==> src/rtl/sm_cfg_pkg.sv <==
// Shared constants, FSM state type and select-code helper for the
// switch-matrix configuration loader.
package sm_cfg_pkg;

   localparam int unsigned CHANNEL_WIDTH = 8;
   localparam logic [7:0]  SYNC_BYTE     = 8'hA5;
   localparam logic [1:0]  ILLEGAL_SEL   = 2'b11;
   localparam int unsigned DATA_BYTES    = 4;

   typedef enum logic [2:0] {
      IDLE,
      LOAD,
      CHECK,
      COMMIT,
      ERROR
   } state_t;

   // A byte carries four 2-bit mux selects; 2'b11 has no input behind it.
   function automatic logic has_illegal(input logic [7:0] b);
      logic r;
      r = 1'b0;
      for (int unsigned i = 0; i < 4; i++) begin
         if (b[2*i +: 2] == ILLEGAL_SEL) r = 1'b1;
      end
      return r;
   endfunction

endpackage

==> src/rtl/switch_matrix_cfg_loader.sv <==
// Byte-stream loader for switch_matrix mux selects: sync, four data bytes,
// XOR checksum; commits all four sides atomically or rejects the frame.
module switch_matrix_cfg_loader
   import sm_cfg_pkg::*;
#(
   parameter int unsigned channel_width = CHANNEL_WIDTH
) (
   input  logic                     clk,
   input  logic                     rst_n,
   input  logic                     cfg_valid,
   input  logic [7:0]               cfg_data,
   output logic                     cfg_ready,
   input  logic                     cfg_abort,
   output logic [channel_width-1:0] ctrl_left,
   output logic [channel_width-1:0] ctrl_right,
   output logic [channel_width-1:0] ctrl_top,
   output logic [channel_width-1:0] ctrl_bottom,
   output logic                     cfg_loaded,
   output logic                     cfg_done,
   output logic                     cfg_err
);

   state_t     r_state, w_next;
   logic [1:0] r_cnt;
   logic [7:0] r_xor;
   logic [7:0] r_shadow [DATA_BYTES];

   logic w_ready, w_xfer, w_abort, w_sum_ok, w_illegal, w_commit;

   // Gated by rst_n so the loader never advertises readiness while held in reset.
   assign w_ready   = rst_n & ((r_state == IDLE) | (r_state == LOAD) | (r_state == CHECK));
   assign cfg_ready = w_ready;
   assign w_xfer    = cfg_valid & w_ready;
   assign w_abort   = cfg_abort & ((r_state == LOAD) | (r_state == CHECK));
   assign w_sum_ok  = (cfg_data == r_xor);
   assign w_commit  = (r_state == CHECK) & w_xfer & ~cfg_abort & w_sum_ok & ~w_illegal;

   always_comb begin
      w_illegal = 1'b0;
      for (int unsigned i = 0; i < DATA_BYTES; i++) begin
         w_illegal = w_illegal | has_illegal(r_shadow[i]);
      end
   end

   always_ff @(posedge clk or negedge rst_n) begin
      if (!rst_n) r_state <= IDLE;
      else        r_state <= w_next;
   end

   always_comb begin
      w_next   = r_state;
      cfg_done = 1'b0;
      cfg_err  = 1'b0;
      case (r_state)
         IDLE: begin
            if (w_xfer && (cfg_data == SYNC_BYTE)) w_next = LOAD;
         end
         LOAD: begin
            if (w_abort)                                       w_next = IDLE;
            else if (w_xfer && (r_cnt == 2'(DATA_BYTES - 1))) w_next = CHECK;
         end
         CHECK: begin
            if (w_abort)     w_next = IDLE;
            else if (w_xfer) w_next = (w_sum_ok && !w_illegal) ? COMMIT : ERROR;
         end
         COMMIT: begin
            cfg_done = 1'b1;
            w_next   = IDLE;
         end
         ERROR: begin
            cfg_err = 1'b1;
            w_next  = IDLE;
         end
         default: w_next = IDLE;
      endcase
   end

   // Outputs load on the checksum edge so they are valid alongside cfg_done.
   always_ff @(posedge clk or negedge rst_n) begin
      if (!rst_n) begin
         r_cnt       <= '0;
         r_xor       <= '0;
         for (int unsigned i = 0; i < DATA_BYTES; i++) r_shadow[i] <= '0;
         ctrl_left   <= '0;
         ctrl_right  <= '0;
         ctrl_top    <= '0;
         ctrl_bottom <= '0;
         cfg_loaded  <= 1'b0;
      end else if (w_abort) begin
         r_cnt <= '0;
         r_xor <= '0;
         for (int unsigned i = 0; i < DATA_BYTES; i++) r_shadow[i] <= '0;
      end else begin
         if ((r_state == IDLE) && w_xfer && (cfg_data == SYNC_BYTE)) begin
            r_cnt <= '0;
            r_xor <= '0;
         end
         if ((r_state == LOAD) && w_xfer) begin
            r_shadow[r_cnt] <= cfg_data;
            r_xor           <= r_xor ^ cfg_data;
            r_cnt           <= r_cnt + 2'd1;
         end
         if (w_commit) begin
            ctrl_left   <= channel_width'(r_shadow[0]);
            ctrl_right  <= channel_width'(r_shadow[1]);
            ctrl_top    <= channel_width'(r_shadow[2]);
            ctrl_bottom <= channel_width'(r_shadow[3]);
            cfg_loaded  <= 1'b1;
         end
      end
   end

endmodule

==> config.mk <==
export PLATFORM = sky130hd
export DESIGN_NAME = switch_matrix_cfg_loader
export DESIGN_NICKNAME = d
export VERILOG_FILES = /design/src/rtl/sm_cfg_pkg.sv /design/src/rtl/switch_matrix_cfg_loader.sv
export SDC_FILE = /design/constraint.sdc
export NUM_CORES = 1
export LEC_CHECK = 0
export BUFFER_PORTS_ARGS = -buffer_cell sky130_fd_sc_hd__clkbuf_2
export CAP_MARGIN = 40
export CORE_MARGIN = 3
export CORE_UTILIZATION = 51
export CTS_CLUSTER_SIZE = 14
export DETAILED_ROUTE_END_ITERATION = 8
export GPL_ROUTABILITY_DRIVEN = 0
export PLACE_DENSITY = 0.76
export REMOVE_ABC_BUFFERS = 1
export SLEW_MARGIN = 20
export SYNTH_ARGS = -nofsm -noshare
export SYNTH_HDL_FRONTEND = slang
export SYNTH_SLANG_ARGS = --single-unit
==> constraint.sdc <==
create_clock -name clk -period 1.8 [get_ports clk]
set_input_delay 0.09 -clock clk [delete_from_list [all_inputs] [get_ports clk]]
set_output_delay 0.09 -clock clk [all_outputs]
set_load 0.005 [all_outputs]
==> results of run 1 <==
[path summary, 6_finish.rpt]
kind / slack [ns] / depth (start not counted) / startpoint / end
setup / recovery: 0.04 / 6 / r_shadow[22]$_DFFE_PN0P_ / ctrl_left[3]$_DFFE_PN0P_
hold / removal: 0.04 / 3 / cfg_data[1] / r_xor[1]$_DFFE_PN0P_
max in group asynchronous: 0.77 / 4 / rst_n / ctrl_top[4]$_DFFE_PN0P_
setup reg to reg: 0.04 / 6 / r_shadow[22]$_DFFE_PN0P_ / ctrl_left[3]$_DFFE_PN0P_
hold reg to reg: 0.47 / 1 / cfg_loaded$_DFFE_PN0P_ / cfg_loaded$_DFFE_PN0P_
min in group asynchronous: 0.09 / 2 / rst_n / r_xor[1]$_DFFE_PN0P_
[cell families (layout without fill, tap and decap cells)]
family	count (synthesis)	in the layout
xor+xnor	8	8
mux	32	32
fa+ha+maj	4	4
compound gates	64	64
simple gates	57	57
flops	78	78
buf+inv	24	98
[critical path: cells and delay by family, from the launching register on]
| kind | cells | cell delay [ns] |
|---|---|---|
| compound gates | 1 | 0.21 |
| simple gates | 3 | 0.50 |
| flops | 1 | 0.42 |
| buf+inv | 1 | 0.19 |
| mux | 1 | 0.30 |
[cell usage after synthesis, types with 3 or more instances]
cell type / count
a22oi_1: 8
a32o_1: 32
buf_2: 7
buf_6: 3
clkbuf_1: 11
dfrtp_1: 78
ha_1: 4
inv_1: 3
mux2_2: 4
mux2_4: 28
nand2_1: 14
nand2b_1: 3
nand3_1: 3
nand3b_1: 8
nand4_1: 4
nor2_1: 13
o21ai_0: 8
o21ai_1: 7
xnor2_1: 8
[registers in the layout, indices dropped and copies added, names as in the netlist]
signal,count
ctrl_top,8
r_xor,8
ctrl_bottom,8
r_state,3
ctrl_left,8
cfg_loaded,1
r_cnt,2
ctrl_right,8
r_shadow,32
[per-layer routing]
| layer | global-route usage [%] | wire length (um) | vias up |
|---|---|---|---|
| met5 | 0 | 0 | - |
| met4 | 11.5 | 125 | 0 |
| met3 | 4.24 | 529 | 10 |
| met2 | 33.3 | 3860 | 84 |
| met1 | 28.0 | 3370 | 1259 |
| li1 | - | - | 1139 |
[report_power, final]
group | leakage (nW) | total [mW] | internal, mW | switching (mW)
Clock | 0.0845 | 1.18 | 0.567 | 0.616
Combinational | 0.986 | 0.622 | 0.304 | 0.318
Sequential | 1.08 | 2.06 | 1.91 | 0.147
Total | 2.15 | 3.87 | 2.78 | 1.08
[what timing repair did]
action	in CTS	in global routing
resized for setup	2	2
setup endpoints to repair	32	48
setup buffers	0	0
endpoints found under the hold margin	51	31
pin swaps	2	2
[layout by cell type (no fill, tap or decap), types with 4 or more instances in the layout]
master    count
dfrtp_1      78
clkbuf_2     46
a32o_1       32
buf_4        30
mux2_4       28
nand2_1      14
nor2_1       13
clkbuf_8     11
xnor2_1       8
o21ai_0       8
nand3b_1      8
o21ai_1       7
a22oi_1       5
nand4_1       4
mux2_2        4
ha_1          4
[through the flow]
stage | setup TNS, ns | cells | hold WS, ns
after floorplan | -39.77 | 246 | -0.206
after global placement | -1.41 | 401 | -0.0947
after detailed placement | -2.28 | 401 | -0.0948
after CTS | 0 | 416 | -0.472
after global routing | -0.960 | 418 | 0.0803
final | 0 | 418 | 0.0432
[final cells by class]
| class | count | area share [%] |
|---|---|---|
| Inverter | 3 | 0.266 |
| Clock buffer | 12 | 3.66 |
| Sequential cell | 78 | 46.0 |
| Multi-Input combinational cell | 165 | 34.9 |
| Clock inverter | 3 | 0.472 |
| Timing Repair Buffer | 80 | 12.4 |
| Tap cell | 77 | 2.27 |
==> metrics, run 1 <==
status=completed; Synth top area share=55.5%; Clock Skew=0.00910 ns; area of the multi-input gates=1480 um^2; Num CTS Buffers=9; xor and xnor fraction of the mapped netlist area=1.99%; DR vias=2492; share of layout cells above drive strength 1=39.0%; synth unique cells=35; Synth Area in Simple Gates=9.67%; first-pass GRT wire length=12500 um; CTS tree=built; Max VDD drop=0.000554 V; post-layout utilization of the core=64.9%; GRT Resource Usage Total=21.3%; Mean Syn Cell Area=13.2 um^2; crit path kind=flop to flop; Critical Path RT=2.03 ns; worst-skew pair later-pin latency=0.35 ns; Remaining Overflow, GRT=0; Site Rows=29; crit end category=flop; worst slack, placed=-0.0838 ns; fin. max-slew vios=0; WL/cell=18.9 um; Routed Antenna Nets=0; Remaining DRCs=0; largest net degree at the start of global routing=53; EDFF count, synth=0; effective utilization at floorplan=53.9%; dpl cell area=4010 um^2; Sink Count=78; Synth Instances=267; register area share after synthesis=55.5%; max cap viols=0; Fmax achieved=0.568 GHz; final wirelength=7890 um; crit path launch type=flop; NumNets Final=353; CP Cell Sequence=a22oi_2 -> nand2_1 -> nor3_4 -> nand3_4 -> buf_12 -> mux2_4; mapped cell area=3520 um^2; CTS Root Cell=clkbuf_8; First DRT Iteration DRCs=178; Ports=48; post-route cell area=4240 um^2; Crit-path slowest cell=dfrtp_1; unrepaired setup endpoints after global routing=true; arrival time worst endpoint=1.99 ns; CTS clock-pin slew for the worst setup and hold paths=0.08 ns; Tcrit/Tclk final=97.9%; HPWL after DPL=5510 um; compound-cell area share of the yosys netlist=14.8%; core area=6530 um^2; initial antenna violation count=0; Yosys warnings=0; DRT Pass-1 Iters=4; # diodes=0; Sequential Area=1950 um^2; synthesized flop and latch total=78; largest cells by area after synthesis=dfrtp_1 55%, mux2_4 12%, a32o_1 9.1%; critical path's largest stage delay=0.42 ns; adder-cell share of the synthesized area=1.42%; leak pwr=2.15 nW; Via-to-Cell Ratio=5.96; worst slew pin tran=0.681 ns; main combinational cell family by area after synthesis=compound AO/OA/AOI/OAI gates; CTS Buffer Depth=2; main flop type after synthesis=dfrtp_1; worst hold-check path type=input pin to flop; final setup vio count=0; Rel. slew slack=54.3%; Crit Path Max Fanout=23; minimum clock period=1.76 ns; Die Wd=89.1 um; vias in the first global route=2523; Die Ht=89.1 um; Power Density=912 nW/um^2; cell taking the most area after synthesis=dfrtp_1; port bufs=47; # fillers=505; Area Growth Syn to Fin=20.4%; mux share of post-synthesis cell area=13.2%; H-tree depth=3; full die area=7930 um^2; FFs w/ async S/R, synth=100%; Hold Violations, Final=0; total chip power=3.87 mW; worst setup margin=0.0380 ns
Note: power is estimated with default switching activity, not from simulation.
==> run 2, diff against run 1 <==
--- a/config.mk
+++ b/config.mk
@@ -8,11 +8,13 @@
 export BUFFER_PORTS_ARGS = -buffer_cell sky130_fd_sc_hd__clkbuf_2
 export CAP_MARGIN = 40
 export CORE_MARGIN = 3
-export CORE_UTILIZATION = 51
+export CORE_UTILIZATION = 54
+export CTS_BUF_LIST = sky130_fd_sc_hd__clkbuf_4 sky130_fd_sc_hd__clkbuf_8
 export CTS_CLUSTER_SIZE = 14
 export DETAILED_ROUTE_END_ITERATION = 8
 export GPL_ROUTABILITY_DRIVEN = 0
-export PLACE_DENSITY = 0.76
+export MAX_ROUTING_LAYER = met4
+export PLACE_DENSITY = 0.8
 export REMOVE_ABC_BUFFERS = 1
 export SLEW_MARGIN = 20
 export SYNTH_ARGS = -nofsm -noshare
==> run 2 against run 1 <==
  * Via count is 0.56% lower
  * Flip-flop and latch count stayed put
  * Cell area is 0.86% lower
  * Routed wire length is 1.4% lower
  * Maximum frequency is 2.1% lower
  * Total power is 7.3% higher
  * Combinational power hardly changed
  * Critical path type unchanged
  * Critical endpoint is now r_shadow[10]$_DFFE_PN0P_
  * Largest cell class unchanged
==> metrics, run 2 (same netlist as run 1, synthesis figures left out) <==
CP delay by family, top=compound AO/OA/AOI/OAI gates; Via-to-Cell Ratio=6.04; CP Cell Sequence=nand2b_1 -> o22a_1 -> nor2_1 -> o21ai_1 -> a32o_1; arrival time worst endpoint=2.05 ns; Clock Skew=0.00927 ns; worst slack, placed=-0.0788 ns; H-tree depth=3; # diodes=0; critical path's largest stage delay=0.38 ns; combinational share of power=15.1%; Max VDD drop=0.000799 V; number of flip-flops in the largest register=32; NumNets Final=346; dpl cell area=3960 um^2; vias in the first global route=2494; Sink Count=78; DRT Pass-1 Iters=4; Crit Path Max Fanout=8; effective utilization at floorplan=57.4%; most frequent cells in the layout=78 x dfrtp_1, 46 x clkbuf_2, 32 x a32o_1, 28 x mux2_4, 24 x buf_4; Fmax achieved=0.556 GHz; reg2reg start=r_state[0]$_DFFE_PN0P_; share of layout cells above drive strength 1=37.9%; Top reg by flops=r_shadow; Critical Path RT=2.05 ns; Hold Path Depth=2; Tcrit/Tclk final=99.9%; crit path launch type=flop; WL/cell=19.0 um; initial antenna violation count=0; crit end category=flop; fin. max-slew vios=0; CTS clock-pin slew for the worst setup and hold paths=0.08 ns; post-route cell area=4200 um^2; DR vias=2478; Power Density=987 nW/um^2; Die Wd=86.7 um; Crit-path slowest cell=dfrtp_1; worst-skew pair later-pin latency=0.36 ns; Routed Antenna Nets=0; # Post-CTS Setup Buffers=0; # fillers=425; Area Growth Syn to Fin=19.4%; Post-Layout Cell Count=410; max cap viols=0; final wirelength=7780 um; minimum clock period=1.80 ns; port bufs=47; NetSw=1.12 mW; largest net degree at the start of global routing=51; worst slew pin tran=0.739 ns; sw frac=26.9%; Site Rows=28; full die area=7520 um^2; First DRT Iteration DRCs=262; Remaining DRCs=0; commonest non-fill, non-tap cell in the layout=dfrtp_1; worst hold-check path type=input pin to flop; CTS Root Cell=clkbuf_8; internal power=3.03 mW; r2r worst-path depth=5; Num CTS Buffers=9; status=completed; Clock power frac=35.3%; crit path kind=flop to flop; CTS tree=built; Hold Violations, Final=0; leak pwr=2.14 nW; WP depth=5; HPWL after DPL=5450 um; Rel. slew slack=50.4%; Die Ht=86.7 um; worst setup margin=0.00102 ns; Worst Path Buf+Inv=0; GRT Resource Usage Total=23.1%; first-pass GRT wire length=12800 um; CTS Buffer Depth=2; min-delay src=cfg_abort; Remaining Overflow, GRT=0; final setup vio count=0; register share of total power=49.6%; core area=6130 um^2; crit path launch=r_state[0]$_DFFE_PN0P_; Placed Cells incl. Taps=393; unrepaired setup endpoints after global routing=true; Ports=48
run 2: changes by cell type in the layout (fill, tap and decap cells not counted), sizes merged:
cell      previous run  this run
buf                 33        26
bufinv               0         2
clkinvlp             2         0
clkbuf              58        57
clkinv               1         2
inv                  3         4
run 2: power groups by stage:
stage | Clock [mW] | Sequential (mW) | Combinational [mW]
detailed placement | 0 | 2.09 | 0.619
finish | 1.46 | 2.06 | 0.625
global route | 1.56 | 2.08 | 0.685
global placement | 0 | 2.07 | 0.592
CTS | 1.48 | 2.06 | 0.627
floorplan | 0 | 2.05 | 0.357
run 2: what timing repair did:
action                                  4_1_cts  5_1_grt
endpoints found under the setup margin       32       71
hold endpoints to repair                     52        0
pin swaps                                     1        0
hold buffers                                  1        0
resized for setup                             1        1
run 2: worst paths after layout:
| check | slack [ns] | endpoint |
|---|---|---|
| max | 0.001 | r_shadow[10]$_DFFE_PN0P_ |
| max in group asynchronous | 0.55 | r_shadow[6]$_DFFE_PN0P_ |
| min | 0.06 | r_state[1]$_DFFE_PN0P_ |
| min reg2reg | 0.48 | cfg_loaded$_DFFE_PN0P_ |
| max reg2reg | 0.001 | r_shadow[10]$_DFFE_PN0P_ |
| min in group asynchronous | 0.09 | r_xor[0]$_DFFE_PN0P_ |
run 2: per-layer routing:
| metal | up-vias | track usage, % | wire length, um |
|---|---|---|---|
| met5 | - | - | 0 |
| met4 | 0 | 6.52 | 108 |
| met3 | 14 | 6.08 | 749 |
| met2 | 104 | 35.9 | 3750 |
| met1 | 1230 | 30.0 | 3170 |
| li1 | 1130 | - | - |
run 2: layout make-up:
class                   count  area (um^2)  share of cell area (%)
clock buffers              11          139                    3.30
clock inverters             5         82.6                    1.96
inverters                   3         11.3                   0.268
multi-input cells         165         1460                    34.8
flip-flops and latches     78         1950                    46.4
well taps                  75         93.8                    2.23
repair buffers             73          460                    11.0
run 2: metrics by stage:
stage	hold WS [ns]	total power, mW	setup TNS [ns]	util (%)
2_1_floorplan	-0.206	2.41	-39.77	-
3_3_place_gp	-0.0780	2.67	-0.763	64.6
3_5_place_dp	-0.0770	2.71	-2.00	64.6
4_1_cts	0.0535	4.17	0	68.5
5_1_grt	0.0792	4.32	-2.76	68.6
6_report	0.0633	4.15	0	68.6
